$ cat src/rtl/adxl345_spi_responder_pkg.sv
// Shared types and constants for the ADXL345 SPI responder.
// Holds the FSM state enum, the register address map, register reset values
// and the packed x/y/z sample payload.
package adxl_resp_pkg;

  localparam int unsigned AXIS_W   = 16;
  localparam int unsigned ADDR_W   = 6;
  localparam int unsigned PHASE_W  = 8;

  typedef enum logic [1:0] {
    ST_IDLE,
    ST_CMD,
    ST_RD,
    ST_WR
  } state_e;

  // Last field is the least significant: byte 0 of the flat vector is DATAX0.
  typedef struct packed {
    logic [AXIS_W-1:0] z;
    logic [AXIS_W-1:0] y;
    logic [AXIS_W-1:0] x;
  } sample_t;

  localparam logic [ADDR_W-1:0] ADDR_DEVID       = 6'h00;
  localparam logic [ADDR_W-1:0] ADDR_BW_RATE     = 6'h2C;
  localparam logic [ADDR_W-1:0] ADDR_POWER_CTL   = 6'h2D;
  localparam logic [ADDR_W-1:0] ADDR_INT_SOURCE  = 6'h30;
  localparam logic [ADDR_W-1:0] ADDR_DATA_FORMAT = 6'h31;
  localparam logic [ADDR_W-1:0] ADDR_DATAX0      = 6'h32;
  localparam logic [ADDR_W-1:0] ADDR_DATAZ1      = 6'h37;

  localparam logic [7:0] BW_RATE_RST     = 8'h0A;
  localparam logic [7:0] POWER_CTL_RST   = 8'h00;
  localparam logic [7:0] DATA_FORMAT_RST = 8'h00;

  function automatic logic is_data_addr(input logic [ADDR_W-1:0] a);
    return (a >= ADDR_DATAX0) && (a <= ADDR_DATAZ1);
  endfunction

  function automatic logic is_writable(input logic [ADDR_W-1:0] a);
    return (a == ADDR_BW_RATE) || (a == ADDR_POWER_CTL) || (a == ADDR_DATA_FORMAT);
  endfunction

endpackage

$ cat src/rtl/adxl345_spi_responder_if.sv
// SPI bus between the accelerometer controller (master) and the responder (slave).
//   spi_sclk : SPI clock, idles high (mode 3)
//   spi_cs   : chip select, active low
//   spi_mosi : master to slave data
//   spi_miso : slave to master data
interface adxl345_spi_responder_if;
  logic spi_sclk;
  logic spi_cs;
  logic spi_mosi;
  logic spi_miso;

  modport master (output spi_sclk, output spi_cs, output spi_mosi, input spi_miso);
  modport slave  (input spi_sclk, input spi_cs, input spi_mosi, output spi_miso);
endinterface

$ cat src/rtl/adxl345_spi_responder_sync_edge.sv
// spi_sync_edge: 2-flop synchroniser with one-cycle rise/fall pulses.
//   clk, rst_n : system clock, async active-low reset
//   d          : asynchronous input
//   q          : synchronised level (registered)
//   rise_c     : combinational pulse, q went 0 -> 1
//   fall_c     : combinational pulse, q went 1 -> 0
module spi_sync_edge #(
  parameter logic RST_VAL = 1'b1
) (
  input  logic clk,
  input  logic rst_n,
  input  logic d,
  output logic q,
  output logic rise_c,
  output logic fall_c
);

  logic meta;
  logic q_d;

  // Reset to the idle level so no spurious edge appears on release.
  always_ff @(posedge clk or negedge rst_n) begin
    if (!rst_n) begin
      meta <= RST_VAL;
      q    <= RST_VAL;
      q_d  <= RST_VAL;
    end else begin
      meta <= d;
      q    <= meta;
      q_d  <= q;
    end
  end

  assign rise_c = q & ~q_d;
  assign fall_c = ~q & q_d;

endmodule

$ cat src/rtl/adxl345_spi_responder.sv
// adxl345_spi_responder: SPI mode-3 slave emulating the ADXL345 register file.
//   clk, rst_n           : system clock, async active-low reset
//   spi                  : SPI bus (slave modport)
//   sample_valid         : strobe loading x/y/z_sample into the live data registers
//   bw_rate/power_ctl/data_format : writable registers 0x2C/0x2D/0x31
//   wr_strobe, wr_addr   : one-cycle pulse and address of a committed write
//   busy                 : chip select (synchronised) is asserted
//   data_ready           : INT_SOURCE.DATA_READY, only with ADXL_RESP_INT_SOURCE_EN
// Optional feature macro: ADXL_RESP_INT_SOURCE_EN (INT_SOURCE register at 0x30).
module adxl345_spi_responder
  import adxl_resp_pkg::*;
#(
  parameter int unsigned CLK_PER_SCLK_MIN = 8,
  parameter logic [7:0]  DEVID_VALUE      = 8'hE5
) (
  input  logic                 clk,
  input  logic                 rst_n,
  adxl345_spi_responder_if.slave spi,
  input  logic                 sample_valid,
  input  logic [AXIS_W-1:0]    x_sample,
  input  logic [AXIS_W-1:0]    y_sample,
  input  logic [AXIS_W-1:0]    z_sample,
  output logic [7:0]           bw_rate,
  output logic [7:0]           power_ctl,
  output logic [7:0]           data_format,
  output logic                 wr_strobe,
  output logic [ADDR_W-1:0]    wr_addr,
  output logic                 busy
`ifdef ADXL_RESP_INT_SOURCE_EN
  ,
  output logic                 data_ready
`endif
);

  logic sclk_q, sclk_rise_c, sclk_fall_c;
  logic cs_q, cs_rise_c, cs_fall_c;
  logic mosi_meta, mosi_q;

  state_e              state;
  logic [2:0]          bit_cnt;
  logic [7:0]          shreg;
  logic [7:0]          tx;
  logic [ADDR_W-1:0]   addr;
  logic                mb;
  sample_t             live;
  sample_t             shadow;
  logic                miso;
  logic [PHASE_W-1:0]  phase_cnt;

  logic [7:0]          rx_byte_c;
  logic [ADDR_W-1:0]   next_addr_c;
  sample_t             new_sample_c;
  sample_t             snap_c;
  logic                snap_take_c;

  spi_sync_edge #(.RST_VAL(1'b1)) u_sclk_sync (
    .clk(clk), .rst_n(rst_n), .d(spi.spi_sclk),
    .q(sclk_q), .rise_c(sclk_rise_c), .fall_c(sclk_fall_c)
  );

  spi_sync_edge #(.RST_VAL(1'b1)) u_cs_sync (
    .clk(clk), .rst_n(rst_n), .d(spi.spi_cs),
    .q(cs_q), .rise_c(cs_rise_c), .fall_c(cs_fall_c)
  );

  // MOSI needs only the level; it is sampled on detected sclk rises.
  always_ff @(posedge clk or negedge rst_n) begin
    if (!rst_n) begin
      mosi_meta <= 1'b0;
      mosi_q    <= 1'b0;
    end else begin
      mosi_meta <= spi.spi_mosi;
      mosi_q    <= mosi_meta;
    end
  end

  assign rx_byte_c    = {shreg[6:0], mosi_q};
  assign next_addr_c  = mb ? ADDR_W'(addr + 6'd1) : addr;
  assign new_sample_c = {z_sample, y_sample, x_sample};
  // A sample arriving in the snapshot cycle goes straight into the shadow.
  assign snap_c       = sample_valid ? new_sample_c : live;
  assign snap_take_c  = (state == ST_CMD) && !cs_rise_c && sclk_rise_c &&
                        (bit_cnt == 3'd7) && rx_byte_c[7];

  assign spi.spi_miso = miso;
  assign busy         = ~cs_q;

  // Read mux; data bytes come from the snapshot passed in, not the live copy.
  function automatic logic [7:0] rd_byte(input logic [ADDR_W-1:0] a, input sample_t snap);
    logic [47:0] flat;
    logic [2:0]  idx;
    flat    = snap;
    idx     = 3'(a - ADDR_DATAX0);
    rd_byte = 8'h00;
    if (is_data_addr(a)) begin
      rd_byte = flat[{idx, 3'b000} +: 8];
    end else begin
      case (a)
        ADDR_DEVID:       rd_byte = DEVID_VALUE;
        ADDR_BW_RATE:     rd_byte = bw_rate;
        ADDR_POWER_CTL:   rd_byte = power_ctl;
        ADDR_DATA_FORMAT: rd_byte = data_format;
`ifdef ADXL_RESP_INT_SOURCE_EN
        ADDR_INT_SOURCE:  rd_byte = {data_ready, 7'b000_0000};
`endif
        default:          rd_byte = 8'h00;
      endcase
    end
  endfunction

  // Live data registers.
  always_ff @(posedge clk or negedge rst_n) begin
    if (!rst_n) begin
      live <= '0;
    end else if (sample_valid) begin
      live <= new_sample_c;
    end
  end

`ifdef ADXL_RESP_INT_SOURCE_EN
  // DATA_READY: set wins over the clear caused by a data-range read snapshot.
  always_ff @(posedge clk or negedge rst_n) begin
    if (!rst_n) begin
      data_ready <= 1'b0;
    end else if (sample_valid) begin
      data_ready <= 1'b1;
    end else if (snap_take_c && is_data_addr(rx_byte_c[5:0])) begin
      data_ready <= 1'b0;
    end
  end
`endif

  // Protocol FSM, register file and registered outputs.
  always_ff @(posedge clk or negedge rst_n) begin
    if (!rst_n) begin
      state       <= ST_IDLE;
      bit_cnt     <= 3'd0;
      shreg       <= 8'h00;
      tx          <= 8'h00;
      addr        <= '0;
      mb          <= 1'b0;
      shadow      <= '0;
      miso        <= 1'b0;
      wr_strobe   <= 1'b0;
      wr_addr     <= '0;
      bw_rate     <= BW_RATE_RST;
      power_ctl   <= POWER_CTL_RST;
      data_format <= DATA_FORMAT_RST;
    end else begin
      wr_strobe <= 1'b0;
      if (cs_rise_c) begin
        // Deselect aborts whatever is in flight, including a partial write byte.
        state <= ST_IDLE;
        miso  <= 1'b0;
      end else begin
        case (state)
          ST_IDLE: begin
            miso <= 1'b0;
            if (cs_fall_c) begin
              state   <= ST_CMD;
              bit_cnt <= 3'd0;
            end
          end
          ST_CMD: begin
            if (sclk_rise_c) begin
              shreg   <= rx_byte_c;
              bit_cnt <= bit_cnt + 3'd1;
              if (bit_cnt == 3'd7) begin
                addr <= rx_byte_c[5:0];
                mb   <= rx_byte_c[6];
                if (rx_byte_c[7]) begin
                  shadow <= snap_c;
                  tx     <= rd_byte(rx_byte_c[5:0], snap_c);
                  state  <= ST_RD;
                end else begin
                  state <= ST_WR;
                end
              end
            end
          end
          ST_RD: begin
            if (sclk_fall_c) begin
              miso <= tx[7];
              tx   <= {tx[6:0], 1'b0};
            end else if (sclk_rise_c) begin
              bit_cnt <= bit_cnt + 3'd1;
              if (bit_cnt == 3'd7) begin
                addr <= next_addr_c;
                tx   <= rd_byte(next_addr_c, shadow);
              end
            end
          end
          ST_WR: begin
            if (sclk_rise_c) begin
              shreg   <= rx_byte_c;
              bit_cnt <= bit_cnt + 3'd1;
              if (bit_cnt == 3'd7) begin
                if (is_writable(addr)) begin
                  wr_strobe <= 1'b1;
                  wr_addr   <= addr;
                  case (addr)
                    ADDR_BW_RATE:   bw_rate     <= rx_byte_c;
                    ADDR_POWER_CTL: power_ctl   <= rx_byte_c;
                    default:        data_format <= rx_byte_c;
                  endcase
                end
                addr <= next_addr_c;
              end
            end
          end
          default: state <= ST_IDLE;
        endcase
      end
    end
  end

  // Cycles since the last synchronised sclk edge, saturating.
  always_ff @(posedge clk or negedge rst_n) begin
    if (!rst_n) begin
      phase_cnt <= '1;
    end else if (sclk_rise_c || sclk_fall_c) begin
      phase_cnt <= PHASE_W'(1);
    end else if (phase_cnt != '1) begin
      phase_cnt <= phase_cnt + PHASE_W'(1);
    end
  end

  // Each sclk phase must cover the synchroniser and edge-detect latency.
  always_ff @(posedge clk) begin
    if (rst_n && !cs_q && (sclk_rise_c || sclk_fall_c)) begin
      assert (phase_cnt >= PHASE_W'(CLK_PER_SCLK_MIN / 2))
        else $error("sclk phase of %0d clk cycles is below CLK_PER_SCLK_MIN/2", phase_cnt);
    end
  end

endmodule

$ cat src/flat_wrapper.sv
// flat-port wrapper written by rule: the top's interface ports become plain ports
module adxl345_spi_responder_flat import adxl_resp_pkg::*;
#(
  parameter int unsigned CLK_PER_SCLK_MIN = 8,
  parameter logic [7:0]  DEVID_VALUE      = 8'hE5
)
  (clk, rst_n, sample_valid, x_sample, y_sample, z_sample, bw_rate, power_ctl, data_format, wr_strobe, wr_addr, busy, spi_spi_sclk, spi_spi_cs, spi_spi_mosi, spi_spi_miso);
  adxl345_spi_responder_if spi_i ();
  input  logic clk;
  input  logic rst_n;
  input  logic sample_valid;
  input  logic [AXIS_W-1:0] x_sample;
  input  logic [AXIS_W-1:0] y_sample;
  input  logic [AXIS_W-1:0] z_sample;
  output logic [7:0] bw_rate;
  output logic [7:0] power_ctl;
  output logic [7:0] data_format;
  output logic wr_strobe;
  output logic [ADDR_W-1:0] wr_addr;
  output logic busy;
  input wire logic [$bits(spi_i.spi_sclk)-1:0] spi_spi_sclk;
  input wire logic [$bits(spi_i.spi_cs)-1:0] spi_spi_cs;
  input wire logic [$bits(spi_i.spi_mosi)-1:0] spi_spi_mosi;
  output wire logic [$bits(spi_i.spi_miso)-1:0] spi_spi_miso;
  assign spi_i.spi_sclk = spi_spi_sclk;
  assign spi_i.spi_cs = spi_spi_cs;
  assign spi_i.spi_mosi = spi_spi_mosi;
  assign spi_spi_miso = spi_i.spi_miso;
  adxl345_spi_responder #(.CLK_PER_SCLK_MIN(CLK_PER_SCLK_MIN), .DEVID_VALUE(DEVID_VALUE)) u_core (.clk(clk), .rst_n(rst_n), .spi(spi_i), .sample_valid(sample_valid), .x_sample(x_sample), .y_sample(y_sample), .z_sample(z_sample), .bw_rate(bw_rate), .power_ctl(power_ctl), .data_format(data_format), .wr_strobe(wr_strobe), .wr_addr(wr_addr), .busy(busy));
endmodule
$ cat config.mk
export PLATFORM = sky130hd
export DESIGN_NAME = adxl345_spi_responder_flat
export DESIGN_NICKNAME = d
export VERILOG_FILES = /design/src/rtl/adxl345_spi_responder_pkg.sv /design/src/rtl/adxl345_spi_responder_if.sv /design/src/rtl/adxl345_spi_responder_sync_edge.sv /design/src/rtl/adxl345_spi_responder.sv /design/src/flat_wrapper.sv
export SDC_FILE = /design/constraint.sdc
export NUM_CORES = 1
export LEC_CHECK = 0
export CAP_MARGIN = 20
export CORE_ASPECT_RATIO = 2
export CORE_MARGIN = 2
export CORE_UTILIZATION = 55
export DETAILED_ROUTE_END_ITERATION = 12
export PLACE_DENSITY = 0.77
export SLEW_MARGIN = 25
export SYNTH_ARGS = -nofsm -noshare
export SYNTH_HDL_FRONTEND = slang
export SYNTH_HIERARCHICAL = 1
export SYNTH_SLANG_ARGS = --single-unit
$ cat constraint.sdc
create_clock -name clk -period 6.5 [get_ports clk]
set_input_delay 1.3 -clock clk [delete_from_list [all_inputs] [get_ports clk]]
set_output_delay 1.3 -clock clk [all_outputs]
set_load 0.005 [all_outputs]
==> flow_summary.toml <==
[synthesis]
syn-num-nets = 791
synth_top_family_by_area = "multiplexers"
synth_top_area_share_pct = 44.7
synth_top_area_cell = "dfrtp_1"
yosys_warnings = 6
async_flop_share_pct = 100
synth_area_leaders = "dfrtp_1 45%, mux2_2 17%, mux4_2 5.2%"
syn_area_per_cell_sq_um = 11.9
yosys.area_share.adder_pct = 0.720
synthesis.area_sq_um = 8680
synth-simple-area-share_pct = 9.21
ys_ff_latch = 163
synth_edf_count = 0
synth_xor_area_share_pct = 0.504
synthFlopType = "dfrtp_1"
synth_cells = 732
synthMuxAreaShare_pct = 27.3
yosysSeqAreaShare_pct = 47.1
synth_cell_types = 62
synth_compound_area_share_pct = 11.1

[detailed_routing]
drc_errors = 0
vias = 6440
viasPerCell = 6.38
drtPass1Iterations = 5
drt-total-wl_um = 22800
ant_nets = 0
drt_iter0_drc = 474
wl_per_cell_um = 22.6

[finish]
nFillCells = 1224
synthToLayoutAreaGrowth_pct = 17.2
final_layout_size_suffix_gt1_share_pct = 27.8
multiInputGateArea_sq_um = 4260
fin_util_pct = 65.2
nNetsFinal = 855
antenna_cells = 0
register_area_sq_um = 4090

[run_status]
status = "finished, final reports clean"

[sta]
clock.fmax_mhz = 286
fin_crit_sh_pct = 53.7
fin_ws_ns = 3.01
finalSetupViolCount = 0
worstMarginPinSlew_ns = 0.861
finalHoldViolCount = 0
relSlewSlack_pct = 42.5
drv_slew = 0
rsz0062_at_grt = "false"
tns_ns = 0
clock_skew_ns = 0.00950
period_minus_slack_ns = 3.49

[die]
core_area_sq_um = 15600
initial_core_util_pct = 55.6
rows = 65
dieArea_sq_um = 16900
ios = 87
die_h_um = 182
dieWidth_um = 92.8

[clocking]
worst_skew_pair.late_latency_ns = 0.42
path_clk_slew_ns = 0.06
clock_sinks = 163
h-tree-depth = 4
cts_tree = "yes"
post_cts_buffers = 0
numCtsBuffers = 17
post_cts_resize_count = 0
hold_buffers = 0
cts_buffer_depth = 2
cts-root-buf = "clkbuf_16"

[setup_path]
required_ns = 6.77
startpoint_type = "flip-flop"
path_max_fanout = 14
critPathKind = "flip-flop to flip-flop"
r2r-start = "u_core/addr[1]"
worstPathArrival_ns = 3.76
ff2ff_setup_slack_ns = 3.01
r2r_cells = 7
end_kind = "flip-flop"
r2r-end = "u_core/tx[6]"

[global_routing]
globalRouteOverflowTotal = 0
grt_max_degree = 108
antenna_found_initial = 0
grt.total_usage_pct = 28.3
first_global_vias = 6647
grt_pass1_wl_um = 36200

[placed_design]
place.gp.congestion = 0.935
hpwl_um = 16000
place_ws_ns = 2.89
port_buffers = 86

[power]
power.leakage_nw = 4.27
p_per_area_nw_per_um2 = 232
ir_worst_vdd_mv = 0.186

[hold_path]
hp-start = "u_core/mosi_meta"
hp-class = "flip-flop to flip-flop"
holdPathStages = 0
min_to = "u_core/mosi_q"

[flow_run]
maxCapViolations = 0
where the power goes:
group          internal (mW)  switching (mW)  total, mW
Combinational          0.151           0.181      0.332
Clock                  0.493           0.421      0.914
Sequential              1.07          0.0486       1.12
cells in the final DEF (no fill, tap or decap), types with 17 or more instances in the layout:
cell type / Yosys / final
mux2i_1: 41 / 41
nand2_1: 37 / 37
mux4_2: 20 / 20
clkdlybuf4s50_1: 0 / 84
dfrtp_1: 155 / 154
a211oi_1: 24 / 23
inv_1: 25 / 25
nor3_1: 27 / 25
nor2_1: 29 / 28
clkbuf_16: 0 / 17
mux2_2: 134 / 134
cell usage after synthesis (3+ instances only):
cell	number
a2111oi_0	9
a211oi_1	24
a21o_1	6
a21oi_1	12
a221o_1	4
a222oi_1	3
a22o_1	3
a22oi_1	8
and3_1	3
buf_1	8
buf_2	19
buf_4	4
buf_6	3
clkbuf_1	18
dfrtp_1	155
dfstp_2	8
ha_1	5
inv_1	25
mux2_2	134
mux2i_1	41
mux4_2	20
nand2_1	37
nand2b_1	10
nand3_1	9
nand3b_1	4
nand4_1	8
nand4b_1	3
nor2_1	29
nor2b_1	10
nor3_1	27
nor3b_1	3
o211ai_1	4
o21a_1	3
o21ai_0	11
o22a_1	3
o22ai_1	13
o31ai_1	6
o32ai_1	4
xor2_1	3
worst max-delay path: stages, from the launching register on:
cell and delay, ns:
dfrtp_1 0.69, inv_1 0.16, ha_1 0.61, nor3b_1 0.17, o21ai_1 0.69, nor3_1 0.11
a2111oi_0 0.75, o32ai_1 0.16
metal layers:
layer	up-vias	track usage, %	wire length (um)
met5	-	0	0
met4	0	13.5	995
met3	64	4.27	1220
met2	275	47.4	11700
met1	3232	35.7	8930
li1	2869	-	-
logic make-up (layout without fill, tap and decap cells):
group	Yosys count	after routing
flops	163	163
simple gates	157	157
xor+xnor	5	5
compound gates	129	129
mux	195	195
fa+ha+maj	5	5
buf+inv	78	155
metrics by stage:
| stage | instance area (sq um) | hold slack (ns) | cells | total power [mW] |
|---|---|---|---|---|
| 2_1_floorplan | 8680 | 0.331 | 732 | 1.32 |
| 3_3_place_gp | 9630 | 0.345 | 978 | 1.45 |
| 3_5_place_dp | 9630 | 0.344 | 978 | 1.46 |
| 4_1_cts | 10200 | 0.356 | 1010 | 2.37 |
| 5_1_grt | 10200 | 0.359 | 1010 | 2.46 |
| 6_report | 10200 | 0.351 | 1010 | 2.36 |
worst max path at each step:
stage / to / from / slack, ns / depth (start not counted)
4_1_cts: u_core/tx[7] / u_core/addr[1] / 3.06 / 8
3_3_place_gp: u_core/tx[0] / u_core/addr[1] / 2.92 / 8
5_1_grt: u_core/tx[0] / u_core/addr[1] / 2.84 / 10
6_report: u_core/tx[6] / u_core/addr[1] / 3.01 / 7
3_5_place_dp: u_core/tx[0] / sample_valid / 2.89 / 8
2_1_floorplan: u_core/tx[0] / sample_valid / 3.45 / 8
state kept, by name (all words and copies together), names as in the netlist:
register                 flops
u_core/u_cs_sync/meta        1
u_core/u_cs_sync/q           1
u_core/tx                    8
u_core/state                 2
u_core/live                 48
u_core/addr                  6
u_core/shreg                 7
u_core/u_sclk_sync/meta      1
u_core/spi.spi_miso          1
u_core/u_sclk_sync/q_d       1
u_core/mosi_q                1
u_core/shadow               48
u_core/mb                    1
u_core/wr_addr               6
u_core/bw_rate               8
u_core/mosi_meta             1
u_core/data_format           8
u_core/u_sclk_sync/q         1
u_core/power_ctl             8
u_core/u_cs_sync/q_d         1
u_core/wr_strobe             1
u_core/bit_cnt               3
area by class of cell:
class                   count  area share, %
repair buffers             97           9.26
clock buffers              18           4.22
flip-flops and latches    163           40.2
inverters                  26          0.959
well taps                 201           2.47
multi-input cells         491           41.9
clock inverters            14           1.02
(Power assumes the default switching activity.)
